**src/rtl/map_table.sv**
```systemverilog
// Register rename map table for the dispatch stage.
// Holds one {physical tag, ready} entry per architectural register.
// Lookup of every dispatching source is purely combinational. The table
// is updated on the rising clock edge: completions set ready bits first,
// then renames of valid destinations overwrite entries.

package map_table_pkg;
  localparam int N_WAY     = 3;
  localparam int N_ARCH    = 32;
  localparam int ARCH_BITS = 5;
  localparam int CDB_BITS  = 6;

  typedef struct packed {
    logic                 valid;
    logic [ARCH_BITS-1:0] src1;
    logic [ARCH_BITS-1:0] src2;
    logic [ARCH_BITS-1:0] dest;
  } DISPATCH_ROB_PACKET;

  typedef struct packed {
    logic [CDB_BITS-1:0] pr;
    logic                ready;
  } PR_PACKET;
endpackage

module map_table
  import map_table_pkg::*;
(
  input  logic                               clock,
  input  logic                               reset,
  input  DISPATCH_ROB_PACKET [N_WAY-1:0]     dis_packet,
  input  logic [N_WAY-1:0][CDB_BITS-1:0]     pr_freelist,
  input  logic [N_WAY-1:0][CDB_BITS-1:0]     pr_reg_complete,
  output PR_PACKET [N_WAY-1:0]               pr_packet_out1,
  output PR_PACKET [N_WAY-1:0]               pr_packet_out2
);

  // Architectural state: one entry per architectural register.
  PR_PACKET table_q [N_ARCH];
  PR_PACKET table_d [N_ARCH];

  // True when a physical tag is announced complete on the CDB this cycle.
  // Tag 0 on a CDB lane means "no completion" and never matches.
  function automatic logic tag_completed(input logic [CDB_BITS-1:0] tag);
    logic hit;
    hit = 1'b0;
    for (int m = 0; m < N_WAY; m++) begin
      if ((pr_reg_complete[m] != '0) && (pr_reg_complete[m] == tag)) begin
        hit = 1'b1;
      end
    end
    return hit;
  endfunction

  // Resolve one source operand of way k.
  // Order: table read, intra-group forwarding from older ways (the youngest
  // older writer wins because later iterations overwrite), completion
  // bypass on the resolved tag, and finally the hard-wired x0 mapping.
  // While reset is held, only the identity table is shown.
  function automatic PR_PACKET resolve(input int k,
                                       input logic [ARCH_BITS-1:0] src);
    PR_PACKET res;
    res = table_q[src];
    if (!reset) begin
      for (int j = 0; j < N_WAY; j++) begin
        if ((j < k) && dis_packet[j].valid &&
            (dis_packet[j].dest != '0) && (dis_packet[j].dest == src)) begin
          res.pr    = pr_freelist[j];
          res.ready = 1'b0;
        end
      end
      if (tag_completed(res.pr)) begin
        res.ready = 1'b1;
      end
    end
    if (src == '0) begin
      res.pr    = '0;
      res.ready = 1'b1;
    end
    return res;
  endfunction

  // Combinational lookup of both sources for every dispatch way.
  always_comb begin
    pr_packet_out1 = '0;
    pr_packet_out2 = '0;
    for (int k = 0; k < N_WAY; k++) begin
      pr_packet_out1[k] = resolve(k, dis_packet[k].src1);
      pr_packet_out2[k] = resolve(k, dis_packet[k].src2);
    end
  end

  // Next-state table: apply completions, then renames (highest way wins,
  // and a rename replaces any ready bit set by a completion this cycle).
  always_comb begin
    for (int i = 0; i < N_ARCH; i++) begin
      table_d[i] = table_q[i];
      if (tag_completed(table_q[i].pr)) begin
        table_d[i].ready = 1'b1;
      end
    end
    for (int k = 0; k < N_WAY; k++) begin
      if (dis_packet[k].valid && (dis_packet[k].dest != '0)) begin
        table_d[dis_packet[k].dest].pr    = pr_freelist[k];
        table_d[dis_packet[k].dest].ready = 1'b0;
      end
    end
  end

  // Table register; reset restores the identity map with all entries ready.
  always_ff @(posedge clock or posedge reset) begin
    if (reset) begin
      for (int i = 0; i < N_ARCH; i++) begin
        table_q[i].pr    <= CDB_BITS'(i);
        table_q[i].ready <= 1'b1;
      end
    end else begin
      for (int i = 0; i < N_ARCH; i++) begin
        table_q[i] <= table_d[i];
      end
    end
  end

endmodule

```
**config.mk**
```make
export PLATFORM = sky130hd
export DESIGN_NAME = map_table
export DESIGN_NICKNAME = d
export VERILOG_FILES = /design/src/rtl/map_table.sv
export SDC_FILE = /design/constraint.sdc
export NUM_CORES = 2
export LEC_CHECK = 0
export ABC_CLOCK_PERIOD_IN_PS = 5940
export CAP_MARGIN = 20
export CORE_ASPECT_RATIO = 0.7
export CORE_MARGIN = 2
export CORE_UTILIZATION = 50
export DETAILED_ROUTE_END_ITERATION = 8
export PLACE_DENSITY = 0.7
export SETUP_SLACK_MARGIN = 0.05
export SLEW_MARGIN = 20
export SYNTH_ARGS = -nofsm -noshare
export SYNTH_HDL_FRONTEND = slang
export SYNTH_SLANG_ARGS = --single-unit
```
**constraint.sdc**
```tcl
create_clock -name clock -period 5.94 [get_ports clock]
set_input_delay 1.188 -clock clock [delete_from_list [all_inputs] [get_ports clock]]
set_output_delay 1.188 -clock clock [all_outputs]
set_load 0.005 [all_outputs]
```
==> results.toml <==
[cells_and_area]
layout_common_cells = "470 x xnor2_1, 359 x mux4_2, 350 x nand2_1"
finalInstanceArea_um2 = 37700
seqCellArea_um2 = 5750
final_common_cell = "xnor2_1"
fillerInstances = 6146
synthToLayoutAreaGrowth_pct = 10.2
regMostFlops = "table_q"
largest_reg_flops = 224
reg_top3 = "table_q: 224 flops"
drive_gt1_frac = 0.248
multi_input_comb_area_um2 = 26100
nets = 3870

[setup_path]
crit_arrival_ns = 4.66
worstSetupStartpointType = "primary input"
cp_max_fo = 5
crit_top_cell = "clkdlybuf4s50_1"
worst-path-buf-inv = 4
cp_slowest_stage_delay_ns = 0.62
cpMaxStageDelayCell = "clkdlybuf4s50_1"
reg2reg_depth = 5
cp-end-kind = "output pin"
crit_family = "buffers and inverters"
path_class = "primary input to output pin"
cp_data_required_time_ns = 4.75
r2r_slack_ns = 3.67
path_cells = "clkdlybuf4s50_1 -> clkinv_1 -> buf_4 -> mux4_2 -> nand2_1 -> o21ai_1 -> xnor2_1 -> o41ai_1 -> a41oi_1 -> o211ai_1 -> clkdlybuf4s50_1"
r2r_end = "table_q[140]"
rr_startpoint = "table_q[144]"

[floorplan]
die_y_um = 223
io_pins = 128
rows = 80
fp.dieArea_um2 = 70600
die_w_um = 317
start_util = 0.504
design.core.area_um2 = 68000

[power_and_ir_drop]
p_sw_frac = 0.500
p_per_area_nw_per_um2 = 343
switching_power_mw = 6.47
intPower_mw = 6.48
peakVddDrop_mv = 0.361
leakagePower_nw = 13.5
combinationalPowerShare = 0.490
clkPwrFrac = 0.137
p_seq_frac = 0.373

[clock_network]
clk_pin_slew_ns = 0.06
post_cts_buffers = 0
cts.sinks = 224
h-tree-depth = 1
clk_latency_ns = 0.62
cts-root-buf = "clkbuf_16"
clock_path_buffers = 3
cts_made_buffers = 27
cts_tree = "built"

[flow_run]
maxCapViolations = 0

[logic_synthesis]
syn_nets = 4012
synth_cell_types = 81
synthCells = 3926
async_reset_ff_frac = 1.00
ys_warn_count = 0
ys_ff_latch = 224
synth_seq_area_share = 0.168
yosys-top-cells-area = "mux4_2 24%, xnor2_1 12%, dfstp_2 8.6%"
avgSynthCellArea_um2 = 8.72
synth_top_area_share = 0.236
yosysTopAreaCell = "mux4_2"
synth_ff_type = "dfstp_2"
synth_area_um2 = 34200
synth-edff-count = 0

[sta]
drv_slew = 0
post-route-min-period_ns = 5.85
fmax_ghz = 0.171
finalHoldViolations = 0
clock_skew_ns = 0.0305
grt_setup_unrepaired = "yes"
period_share = 0.984
timing.hold.ws_ns = 0.719
fin_tns_setup_ns = 0
finalWorstSetupSlack_ns = 0.0927
worstMarginPinSlew_ns = 1.07
setup_viol_count_final = 0
slew_headroom = 0.286

[route]
drt-initial-drc-count = 7099
route.detailed.drc = 0
wl_um = 196000
ant_nets = 0
vias_per_cell = 7.84
via_count = 37100
avgRoutedWirePerCell_um = 41.3
drt_first_pass_iters = 7

[global_route]
gr-usage-all-layers = 0.543
antenna_found_initial = 18
overflow = 0
grt_max_degree = 147
grt_first_pass_wirelength_um = 268000
grt_pass1_vias = 33400

[place]
place_area_um2 = 36700
dp_slack_ns = -0.0616
gp_congestion = 1.19
io_buffers = 127
dp_hpwl_um = 139000

[hold_path]
holdPathStages = 0
min_to = "table_q[223]"
hp-start = "table_q[223]"
hold_class = "register to register"

[outcome]
status = "finished clean"
==> power by group through the flow <==
stage / Clock [mW] / Combinational (mW) / Sequential (mW)
floorplan: 0 / 5.01 / 2.35
finish: 1.77 / 6.34 / 4.84
CTS: 1.77 / 6.05 / 4.36
global placement: 0 / 5.98 / 4.40
global route: 1.83 / 6.58 / 4.56
detailed placement: 0 / 6.02 / 4.39
==> what timing repair did <==
item | CTS | global route
hold buffers | 0 | 0
pin swaps | 0 | 1
endpoints found under the hold margin | 0 | 0
gates resized for setup | 2 | 19
cloned | 0 | 0
endpoints found under the setup margin | 2 | 5
==> synthesized netlist by cell type (all sizes together), types with 26 or more instances <==
cell    instances
nor2          270
dfrtp         112
mux2i         171
buf           212
mux2           51
nand3          68
nor4          157
inv            26
nor3           31
nand4         110
xnor2         470
clkbuf        378
mux4          359
o22ai          32
o21ai         268
a21oi         230
xor2          241
nand2         351
dfstp         112
==> worst max path at each step <==
stage                               from            endpoint  slack [ns]  depth (start not counted)
after floorplan           dis_packet[45]  pr_packet_out1[14]        0.95                         10
after global placement    dis_packet[38]  pr_packet_out2[14]       -0.06                         11
after detailed placement  dis_packet[38]  pr_packet_out2[14]       -0.06                         11
after CTS                 dis_packet[19]  pr_packet_out2[14]        0.02                         10
after global routing      dis_packet[40]  pr_packet_out2[14]        0.03                         11
final                     dis_packet[45]  pr_packet_out1[14]        0.09                         11
==> logic make-up after synthesis <==
logic type      count (synthesis)  share of synthesized area
simple gates                 1104                      0.155
mux                           581                      0.304
buf+inv                       619                     0.0734
flops                         224                      0.168
xor+xnor                      711                      0.182
compound gates                687                      0.117
==> layout make-up <==
| cell class | instances | share of cell area |
|---|---|---|
| Antenna cell | 30 | 0.00199 |
| Clock buffer | 41 | 0.0209 |
| Clock inverter | 9 | 0.00289 |
| Inverter | 29 | 0.00308 |
| Multi-Input combinational cell | 3083 | 0.691 |
| Sequential cell | 224 | 0.152 |
| Tap cell | 902 | 0.0299 |
| Timing Repair Buffer | 419 | 0.0975 |
==> metal layers <==
| metal | up-vias | track usage | part of all wire |
|---|---|---|---|
| met5 | - | 0.0434 | 0.0035 |
| li1 | 14000 | - | - |
| met1 | 17900 | 0.706 | 0.36 |
| met2 | 4171 | 0.656 | 0.35 |
| met4 | 24 | 0.295 | 0.074 |
| met3 | 1005 | 0.361 | 0.21 |
==> stage by stage <==
stage / cells / power (mW) / util
6_report: 4737 / 13.0 / 0.555
5_1_grt: 4711 / 13.0 / 0.554
4_1_cts: 4707 / 12.2 / 0.553
3_5_place_dp: 4657 / 10.4 / 0.539
3_3_place_gp: 4657 / 10.4 / 0.539
2_1_floorplan: 3926 / 7.37 / -
(Power assumes the default switching activity.)
